## src/rtl/ps2_key_decoder_if.sv

```systemverilog
`default_nettype none
// ============================================================================
// Module   : ps2_key_decoder_if
// Purpose  : Ready/valid key-event bundle from ps2_key_decoder to its consumer.
// Revision : 1.0
// ============================================================================
interface ps2_key_decoder_if #(
    parameter int IDX_W = 2
) ();
    logic             evt_valid;
    logic             evt_ready;
    logic [IDX_W-1:0] evt_index;
    logic             evt_is_break;

    modport master (
        output evt_valid,
        output evt_index,
        output evt_is_break,
        input  evt_ready
    );

    modport slave (
        input  evt_valid,
        input  evt_index,
        input  evt_is_break,
        output evt_ready
    );
endinterface
`default_nettype wire

```

## src/rtl/ps2_key_decoder.sv

```systemverilog
`default_nettype none
// ============================================================================
// Module   : ps2_key_decoder
// Purpose  : PS/2 set-2 make/break/E0 parser, key-table match, held/pulse
//            outputs and a ready/valid event FIFO.
//            Optional: define PS2_DEC_TYPEMATIC_EN to re-pulse held keys.
// Revision : 1.0
// ============================================================================
module ps2_key_decoder #(
    parameter int                    NUM_KEYS       = 4,
    parameter logic [NUM_KEYS*9-1:0] KEY_CODES      = {9'h076, 9'h023, 9'h01B, 9'h033},
    parameter int                    FIFO_DEPTH     = 4,
    parameter int                    TIMEOUT_CYCLES = 50_000_000
) (
    input  wire logic                CLOCK_50,
    input  wire logic                reset,
    input  wire logic [7:0]          rx_data,
    input  wire logic                rx_valid,
    output logic      [NUM_KEYS-1:0] key_pulse,
    output logic      [NUM_KEYS-1:0] key_held,
    output logic                     evt_overflow,
    output logic      [1:0]          parse_state,
    ps2_key_decoder_if.master        evt
);

    localparam int c_IDX_W = (NUM_KEYS > 1) ? $clog2(NUM_KEYS) : 1;
    localparam int c_PTR_W = $clog2(FIFO_DEPTH);
    localparam int c_TMO_W = $clog2(TIMEOUT_CYCLES + 1);
    localparam logic [c_TMO_W-1:0] c_TMO_MAX = c_TMO_W'(TIMEOUT_CYCLES - 1);

    typedef enum logic [1:0] {
        S_IDLE    = 2'd0,
        S_EXT     = 2'd1,
        S_BRK     = 2'd2,
        S_EXT_BRK = 2'd3
    } state_t;

    state_t               r_state;
    state_t               w_state_nxt;
    logic                 w_make;
    logic                 w_brk;
    logic                 w_ext;
    logic [c_TMO_W-1:0]   r_tmo_cnt;
    logic                 w_tmo_hit;

    logic                 w_hit;
    logic [c_IDX_W-1:0]   w_hit_idx;
    logic [NUM_KEYS-1:0]  w_hit_oh;
    logic                 w_is_held;
    logic                 w_do_press;
    logic                 w_do_release;

    logic [NUM_KEYS-1:0]  r_pulse;
    logic [NUM_KEYS-1:0]  r_held;

    logic [c_IDX_W:0]     r_mem [FIFO_DEPTH];
    logic [c_PTR_W:0]     r_wr_ptr;
    logic [c_PTR_W:0]     r_rd_ptr;
    logic                 r_overflow;
    logic                 w_empty;
    logic                 w_full;
    logic                 w_push;
    logic                 w_pop;
    logic                 w_push_ok;

    // ---------------- parser ----------------
    always_ff @(posedge CLOCK_50 or negedge reset) begin
        if (!reset) begin
            r_state <= S_IDLE;
        end else begin
            r_state <= w_state_nxt;
        end
    end

    always_comb begin
        w_state_nxt = r_state;
        w_make      = 1'b0;
        w_brk       = 1'b0;
        w_ext       = 1'b0;
        if (rx_valid) begin
            case (r_state)
                S_IDLE: begin
                    if (rx_data == 8'hE0)      w_state_nxt = S_EXT;
                    else if (rx_data == 8'hF0) w_state_nxt = S_BRK;
                    else                       w_make      = 1'b1;
                end
                S_EXT: begin
                    w_ext = 1'b1;
                    if (rx_data == 8'hF0) begin
                        w_state_nxt = S_EXT_BRK;
                    end else if (rx_data != 8'hE0) begin
                        w_make      = 1'b1;
                        w_state_nxt = S_IDLE;
                    end
                end
                S_BRK: begin
                    w_brk       = 1'b1;
                    w_state_nxt = S_IDLE;
                end
                S_EXT_BRK: begin
                    w_brk       = 1'b1;
                    w_ext       = 1'b1;
                    w_state_nxt = S_IDLE;
                end
                default: w_state_nxt = S_IDLE;
            endcase
        end else if (w_tmo_hit) begin
            w_state_nxt = S_IDLE;
        end
    end

    // Abandons a stalled prefix; any received byte restarts the count.
    assign w_tmo_hit = (r_state != S_IDLE) && (r_tmo_cnt == c_TMO_MAX);

    always_ff @(posedge CLOCK_50 or negedge reset) begin
        if (!reset) begin
            r_tmo_cnt <= '0;
        end else if (rx_valid || (r_state == S_IDLE) || w_tmo_hit) begin
            r_tmo_cnt <= '0;
        end else begin
            r_tmo_cnt <= r_tmo_cnt + 1'b1;
        end
    end

    // ---------------- key table match (lowest index wins) ----------------
    always_comb begin
        w_hit     = 1'b0;
        w_hit_idx = '0;
        w_hit_oh  = '0;
        for (int i = NUM_KEYS - 1; i >= 0; i--) begin
            if (KEY_CODES[9*i +: 9] == {w_ext, rx_data}) begin
                w_hit       = 1'b1;
                w_hit_idx   = c_IDX_W'(i);
                w_hit_oh    = '0;
                w_hit_oh[i] = 1'b1;
            end
        end
    end

    assign w_is_held = |(r_held & w_hit_oh);
`ifdef PS2_DEC_TYPEMATIC_EN
    assign w_do_press = w_make && w_hit;
`else
    assign w_do_press = w_make && w_hit && !w_is_held;
`endif
    assign w_do_release = w_brk && w_hit && w_is_held;

    always_ff @(posedge CLOCK_50 or negedge reset) begin
        if (!reset) begin
            r_pulse <= '0;
            r_held  <= '0;
        end else begin
            r_pulse <= w_do_press ? w_hit_oh : '0;
            r_held  <= (r_held | (w_do_press ? w_hit_oh : '0))
                     & ~(w_do_release ? w_hit_oh : '0);
        end
    end

    // ---------------- event FIFO ----------------
    assign w_empty   = (r_wr_ptr == r_rd_ptr);
    assign w_full    = (r_wr_ptr[c_PTR_W] != r_rd_ptr[c_PTR_W]) &&
                       (r_wr_ptr[c_PTR_W-1:0] == r_rd_ptr[c_PTR_W-1:0]);
    assign w_push    = w_do_press || w_do_release;
    assign w_pop     = !w_empty && evt.evt_ready;
    assign w_push_ok = w_push && (!w_full || w_pop);

    always_ff @(posedge CLOCK_50 or negedge reset) begin
        if (!reset) begin
            for (int i = 0; i < FIFO_DEPTH; i++) r_mem[i] <= '0;
            r_wr_ptr   <= '0;
            r_rd_ptr   <= '0;
            r_overflow <= 1'b0;
        end else begin
            if (w_push_ok) begin
                r_mem[r_wr_ptr[c_PTR_W-1:0]] <= {w_do_release, w_hit_idx};
                r_wr_ptr <= r_wr_ptr + 1'b1;
            end
            if (w_pop) begin
                r_rd_ptr <= r_rd_ptr + 1'b1;
            end
            if (w_push && !w_push_ok) begin
                r_overflow <= 1'b1;
            end
        end
    end

    assign evt.evt_valid                       = !w_empty;
    assign {evt.evt_is_break, evt.evt_index}   = r_mem[r_rd_ptr[c_PTR_W-1:0]];
    assign key_pulse                           = r_pulse;
    assign key_held                            = r_held;
    assign evt_overflow                        = r_overflow;
    assign parse_state                         = r_state;

endmodule
`default_nettype wire

```

## src/flat_wrapper.sv

```systemverilog
// flat-port wrapper written by rule: the top's interface ports become plain ports
module ps2_key_decoder_flat 
#(
    parameter int                    NUM_KEYS       = 4,
    parameter logic [NUM_KEYS*9-1:0] KEY_CODES      = {9'h076, 9'h023, 9'h01B, 9'h033},
    parameter int                    FIFO_DEPTH     = 4,
    parameter int                    TIMEOUT_CYCLES = 50_000_000
)
  (CLOCK_50, reset, rx_data, rx_valid, key_pulse, key_held, evt_overflow, parse_state, evt_evt_valid, evt_evt_index, evt_evt_is_break, evt_evt_ready);
  ps2_key_decoder_if #(.IDX_W(2)) evt_i ();
  input  wire logic CLOCK_50;
  input  wire logic reset;
  input  wire logic [7:0] rx_data;
  input  wire logic rx_valid;
  output logic      [NUM_KEYS-1:0] key_pulse;
  output logic      [NUM_KEYS-1:0] key_held;
  output logic evt_overflow;
  output logic      [1:0] parse_state;
  output wire logic [$bits(evt_i.evt_valid)-1:0] evt_evt_valid;
  output wire logic [$bits(evt_i.evt_index)-1:0] evt_evt_index;
  output wire logic [$bits(evt_i.evt_is_break)-1:0] evt_evt_is_break;
  input wire logic [$bits(evt_i.evt_ready)-1:0] evt_evt_ready;
  assign evt_evt_valid = evt_i.evt_valid;
  assign evt_evt_index = evt_i.evt_index;
  assign evt_evt_is_break = evt_i.evt_is_break;
  assign evt_i.evt_ready = evt_evt_ready;
  ps2_key_decoder #(.NUM_KEYS(NUM_KEYS), .KEY_CODES(KEY_CODES), .FIFO_DEPTH(FIFO_DEPTH), .TIMEOUT_CYCLES(TIMEOUT_CYCLES)) u_core (.CLOCK_50(CLOCK_50), .reset(reset), .rx_data(rx_data), .rx_valid(rx_valid), .key_pulse(key_pulse), .key_held(key_held), .evt_overflow(evt_overflow), .parse_state(parse_state), .evt(evt_i));
endmodule
```

## config.mk

```make
export PLATFORM = sky130hd
export DESIGN_NAME = ps2_key_decoder_flat
export DESIGN_NICKNAME = d
export VERILOG_FILES = /design/src/rtl/ps2_key_decoder_if.sv /design/src/rtl/ps2_key_decoder.sv /design/src/flat_wrapper.sv
export SDC_FILE = /design/constraint.sdc
export NUM_CORES = 1
export LEC_CHECK = 0
export ABC_CLOCK_PERIOD_IN_PS = 5500
export BUFFER_PORTS_ARGS = -buffer_cell sky130_fd_sc_hd__buf_2
export CORE_MARGIN = 2
export CORE_UTILIZATION = 51
export CTS_BUF_LIST = sky130_fd_sc_hd__clkbuf_4 sky130_fd_sc_hd__clkbuf_8
export CTS_CLUSTER_DIAMETER = 120
export CTS_CLUSTER_SIZE = 12
export DETAILED_ROUTE_END_ITERATION = 16
export GPL_ROUTABILITY_DRIVEN = 1
export GPL_TIMING_DRIVEN = 0
export MAX_ROUTING_LAYER = met4
export PLACE_DENSITY = 0.77
export SYNTH_ARGS = -nofsm -noshare
export SYNTH_HDL_FRONTEND = slang
export SYNTH_SLANG_ARGS = --single-unit
```

## constraint.sdc

```tcl
create_clock -name CLOCK_50 -period 5.5 [get_ports CLOCK_50]
set_input_delay 1.1 -clock CLOCK_50 [delete_from_list [all_inputs] [get_ports CLOCK_50]]
set_output_delay 1.1 -clock CLOCK_50 [all_outputs]
set_load 0.01 [all_outputs]
```

# Word-level counts from Yosys, hierarchy flattened
# Index checks and enable logic that the tools add are counted.
# Widths: inputs -> output; s select.
totals:
  regBits: 55
  input_bits: 12
  mem_count: 0
  word_cells: 102
  out_inout_bits: 15
  latch_bits: 0
  ram_bits: 0
  rom_bits: 0
op_classes:
  n_mux: 38
  eq_ne: 16
  n_div: 0
  magnitude_cmp: 3
  n_bitwise: 6
  reduce_logical: 25
  add_sub_neg: 3
  n_mul: 0
  shift: 0
op_table:
  columns: ["operator", "count"]
  rows:
  - ["$add 26x1->26 const B", 1]
  - ["$eq 26x26->1 const B", 1]
  - ["$mux 26", 1]
  - ["$mux 4", 6]
  - ["$mux 2", 10]
  - ["$eq 6x9->1 const A", 2]
  - ["$eq 8x8->1 const B", 2]
  - ["$mux 1", 13]
  - ["$bwmux 12", 1]
  - ["$logic_and 1x1->1", 10]
  - ["$eq 5x9->1 const A", 1]
  - ["$eq 7x9->1 const A", 1]
  - ["$mux 3", 3]
  - ["$and 4x4->4", 2]
  - ["$ne 4x2->1 const B", 2]
  - ["$ne 8x8->1 const B", 1]
  - ["$add 3x1->3 const B", 2]
  - ["$bmux 3 s2", 1]
  - ["$demux 3 s2", 1]
  - ["$ge 3x3->1 const B", 2]
  - ["$not 2->3", 2]
  - ["$pmux 2 s3", 1]
  - ["$eq 2x2->1 const B", 2]
  - ["$logic_not 1->1", 4]
  - ["14 further kinds", 19]

# Logic depth before layout (Yosys ltp)
logic_depth:
  word_depth: 17
  depth_mapped: 7
  mapped_depth_nobuf: 6

# Worst setup path after synthesis
# OpenSTA, ideal clock, no wires.
synth_timing:
  kind: "input -> register"
  start: "input port rx_data[6]"
  end: "register u_core.r_mem[3] (netlist bit)"
  setup_slack_ns: 2.661
  arrival_time_ns: 2.712
  path_buffers: 2
  required_ns: 5.372
  path_stages: 7
  cell_sequence: "or3b_1 buf_6 nor4_4 o31ai_4 buf_6 o22ai_2 mux2_1"
synth_between:
  elab_chain_cells: 11
synth_rtl:
  columns: ["element", "line", "rtl"]
  rows:
  - ["start: declaration", "flat_wrapper.sv:13", "input wire logic [7:0] rx_data;"]
  - ["$eq 7x9->1", "ps2_key_decoder.sv:131", "if (KEY_CODES[9*i +: 9] == {w_ext, rx_data}) begin"]
  - ["$mux 4 (4 in series)", "ps2_key_decoder.sv:131", null]
  - ["$and 4x4->4", "ps2_key_decoder.sv:140", "assign w_is_held = |(r_held & w_hit_oh);"]
  - ["$reduce_or 4->1", "ps2_key_decoder.sv:140", null]
  - ["$logic_not 1->1", "ps2_key_decoder.sv:144", "assign w_do_press = w_make && w_hit && !w_is_held;"]
  - ["$logic_and 1x1->1", "ps2_key_decoder.sv:144", null]
  - ["$logic_or 1x1->1", "ps2_key_decoder.sv:163", "assign w_push = w_do_press || w_do_release;"]
  - ["$logic_and 1x1->1", "ps2_key_decoder.sv:165", "assign w_push_ok = w_push && (!w_full || w_pop);"]
  - ["end signal: indexed assignment", "ps2_key_decoder.sv:175", "r_mem[r_wr_ptr[c_PTR_W-1:0]] <= {w_do_release, w_hit_idx};"]
  - ["end: declaration", "ps2_key_decoder.sv:56", "logic [c_IDX_W:0] r_mem [FIFO_DEPTH];"]
# Several ways; a longest one is shown, not always the timed one.
# A chain may end at the register's enable or synchronous reset.

# Final worst setup path
layout_timing:
  start: "input port rx_data[2]"
  end: "register u_core.r_mem[4] (netlist bit)"
# Same word-level chain as after synthesis.

==> flow_summary_export.csv <==
group,metric,value,unit
min_path,hold-path-endpoint,"u_core.r_tmo_cnt[0]$_DFF_PN0_",
floorplanning,core_area,5570,µm²
pwr,p_per_area,253,nW/µm²
place,post-dp-hpwl,4200,µm
floorplanning,row_count,27,
worst_setup_path,r2r-start,"u_core.r_rd_ptr[0]$_DFFE_PN0P_",
layout,stdcell_area,3310,µm²
layout,finalNetCount,336,
yosys,ys_seq_area_share,46.0,%
floorplanning,die_y,80.6,µm
detailed_routing,avgViaCountPerCell,5.79,
grt,antenna_found_initial,0,
detailed_routing,vias,2262,
pwr,p_total,836,µW
min_path,hp-class,"flip-flop to flip-flop",
timing,worstMarginPinSlew,1.20,ns
clock_network,cts-buffers-inserted,5,
yosys,ys_ff_latch,55,
clock_network,cts-root-buf,"clkbuf_8",
clock_network,clkLatencyLatePin,0.31,ns
worst_setup_path,crit_slowest_cell,"or3b_1",
pwr,leakagePower,1.38,nW
pwr,pwr-share-seq,52.7,%
floorplanning,dieArea,6490,µm²
detailed_routing,drtPass1Iterations,4,
worst_setup_path,path_common_cell,"buf_6",
timing,hold_viol,0,
worst_setup_path,start_kind,"primary input",
timing,finalHoldWorstSlack,0.467,ns
clock_network,holdBufCountCts,0,
timing,setup_violations,0,
worst_setup_path,worstPathMaxFanout,10,
worst_setup_path,r2r-end,"u_core.r_mem[10]$_DFFE_PN0P_",
clock_network,clk_path_buf_depth,2,
timing,fmax,352,MHz
timing,layout_min_cycle_time,2.84,ns
layout,antenna_cells_inserted,0,
yosys,synth_enable_flop_cells,0,
yosys,synth-main-ff-cell,"dfrtp_1",
grt,grt_pass1_wl,9740,µm
yosys,synth_simple_gate_area_share,22.5,%
pwr,pwr-share-clk,29.3,%
layout,areaGrowthSynthToFinish,10.7,%
detailed_routing,routedWlPerCell,14.7,µm
timing,clock_skew,0.00741,ns
yosys,yosys_warnings,0,
worst_setup_path,crit_arrival,3.04,ns
yosys,async_reset_ff_share,100,%
grt,grt_overflow,0,
place,dpl_cell_area,3210,µm²
floorplanning,start_util,53.7,%
layout,final_layout_size_suffix_gt1_share,16.6,%
clock_network,path_clk_slew,0.09,ns
layout,final_cell_mix,"dfrtp_1 (55), nor2_1 (34), buf_2 (27)",
place,place_congestion,0.776,
yosys,muxShareOfSynthArea,6.02,%
clock_network,cts_max_level,2,
worst_setup_path,cp_data_required_time,5.70,ns
pwr,ir_drop,0.245,mV
run,cap_violations,0,
yosys,synth_adder_area_share,2.51,%
yosys,syn-num-nets,304,
detailed_routing,drt_first_iter_violations,90,
floorplanning,ioPinCount,27,
grt,grt_pass1_vias,2120,
yosys,synth_compound_area_share,11.0,%
detailed_routing,routed_wl,5750,µm
min_path,worstHoldStart,"u_core.r_tmo_cnt[0]$_DFF_PN0_",
pwr,power.switching,243,µW
timing,period_share,51.6,%
place,port-buffer-count,25,
worst_setup_path,worstPathCellList,"buf_2, or3b_1, buf_6, nor4_4, o31ai_4, buf_6, o22ai_2, mux2_1",
floorplanning,die_x,80.6,µm
yosys,syn_area_per_cell,10.5,µm²
clock_network,tritoncts,"built",
timing,setup_tns,0,ns
grt,track_usage,19.8,%
pwr,power_frac_comb,18.0,%
timing,maxSlewHeadroom,19.8,%
clock_network,clock-sinks,55,
worst_setup_path,endpoint_kind,"flip-flop",
yosys,synth_top_family_by_area,"simple AND/OR/NAND/NOR gates",
detailed_routing,ant_nets,0,
worst_setup_path,reg2reg_slack,3.10,ns
clock_network,post_cts_buffers,0,
yosys,syn_area,2990,µm²
timing,slew_violations,0,
worst_setup_path,criticalPathCategory,"primary input to flip-flop",
timing,rsz0062_at_grt,"no",
grt,grt_max_degree,56,
layout,final_common_cell,"dfrtp_1",
clock_network,cts_resized,0,
run_status,outcome,"completed",
pwr,swShare,29.0,%
worst_setup_path,reg2reg_depth,6,
min_path,hold_depth,1,
yosys,synth_cells,286,
yosys,synthDistinctLibCells,49,
detailed_routing,drcViolationCount,0,
pwr,p_int,594,µW
yosys,synthXorXnorAreaFrac,8.49,%
worst_setup_path,crit_path_max_incr_delay,0.37,ns
## logic make-up after synthesis
| kind of cell | after synthesis |
|---|---|
| compound gates | 41 |
| buf+inv | 23 |
| xor+xnor | 29 |
| flops | 55 |
| fa+ha+maj | 6 |
| simple gates | 119 |
| mux | 13 |
## per-layer routing
| layer | up-vias | routed length (µm) | global-route usage [%] | part of all wire, % |
|---|---|---|---|---|
| met5 | - | 0 | - | 0 |
| met4 | 0 | 72 | 5.25 | 1.3 |
| met3 | 9 | 246 | 4.38 | 4.3 |
| met2 | 44 | 2610 | 29.7 | 45 |
| met1 | 1120 | 2820 | 27.4 | 49 |
| li1 | 1089 | - | - | - |
## power groups by stage
stage / Clock, mW / Sequential (mW) / Combinational (mW)
final: 0.245 / 0.441 / 0.151
after global routing: 0.266 / 0.443 / 0.173
after CTS: 0.250 / 0.441 / 0.152
after floorplan: 0 / 0.443 / 0.109
after detailed placement: 0 / 0.448 / 0.150
after global placement: 0 / 0.448 / 0.143
## layout make-up
class | count | area [µm²]
plain buffers | 13 | 66.3
clock buffers | 7 | 96.3
clock inverters | 1 | 7.51
fillers | 479 | 2260
inverters | 10 | 37.5
multi-input cells | 208 | 1510
flip-flops and latches | 55 | 1380
well taps | 72 | 90.1
repair buffers | 25 | 125
## how the worst max path moves through the flow
stage	start	to	cells after the start
after detailed placement	rx_data[2]	u_core.r_mem[4]$_DFFE_PN0P_	8
after global routing	u_core.r_rd_ptr[0]$_DFFE_PN0P_	evt_evt_valid	5
after floorplan	rx_data[6]	u_core.r_mem[3]$_DFFE_PN0P_	7
after CTS	rx_data[2]	u_core.r_mem[4]$_DFFE_PN0P_	8
after global placement	rx_data[2]	u_core.r_mem[4]$_DFFE_PN0P_	8
final	rx_data[2]	u_core.r_mem[4]$_DFFE_PN0P_	8
## critical path: cells and delay by family
kind / cells / cell delay, ns
and+or+nand+nor: 2 / 0.72
buffers and inverters: 3 / 0.45
AOI/OAI and AO/OA: 2 / 0.41
muxes: 1 / 0.35
## per-stage QoR
step | instances | worst slack, ns | utilization (%)
after global placement | 383 | 2.40 | 57.5
after CTS | 391 | 2.65 | 59.4
final | 391 | 2.66 | 59.4
after detailed placement | 383 | 2.33 | 57.5
after floorplan | 286 | 2.66 | -
after global routing | 391 | 2.57 | 59.4
## sequential cells by signal, indices dropped and copies added (netlist names)
| signal | flops |
|---|---|
| u_core.evt_overflow | 1 |
| u_core.key_held | 4 |
| u_core.key_pulse | 4 |
| u_core.parse_state | 2 |
| u_core.r_mem | 12 |
| u_core.r_rd_ptr | 3 |
| u_core.r_tmo_cnt | 26 |
| u_core.r_wr_ptr | 3 |
## synth_stat cells (3+ instances only)
cell type  number  area, µm²
a21oi_1         3       15.0
a2bb2oi_1       3       26.3
and2_1          3       18.8
and3_1          3       18.8
and4_1          7       61.3
clkbuf_1        9       33.8
dfrtp_1        55       1380
ha_1            6       75.1
inv_1          10       37.5
mux2_1          7       78.8
mux2_2          3       33.8
mux4_2          3       67.6
nand2_1        16       60.1
nand3_1        10       50.1
nand3b_1        3       22.5
nand4_1         7       43.8
nor2_1         34        128
nor3_1         12       60.1
nor3_2          3       30.0
nor4_1          7       43.8
o21a_1          3       22.5
o21ai_0        10       50.1
o22a_1          3       26.3
o31ai_1         4       30.0
o41ai_1         3       26.3
or3_1           3       18.8
xnor2_1        21        184
xor2_1          8       70.1
Power figures use the tool's default switching activity.
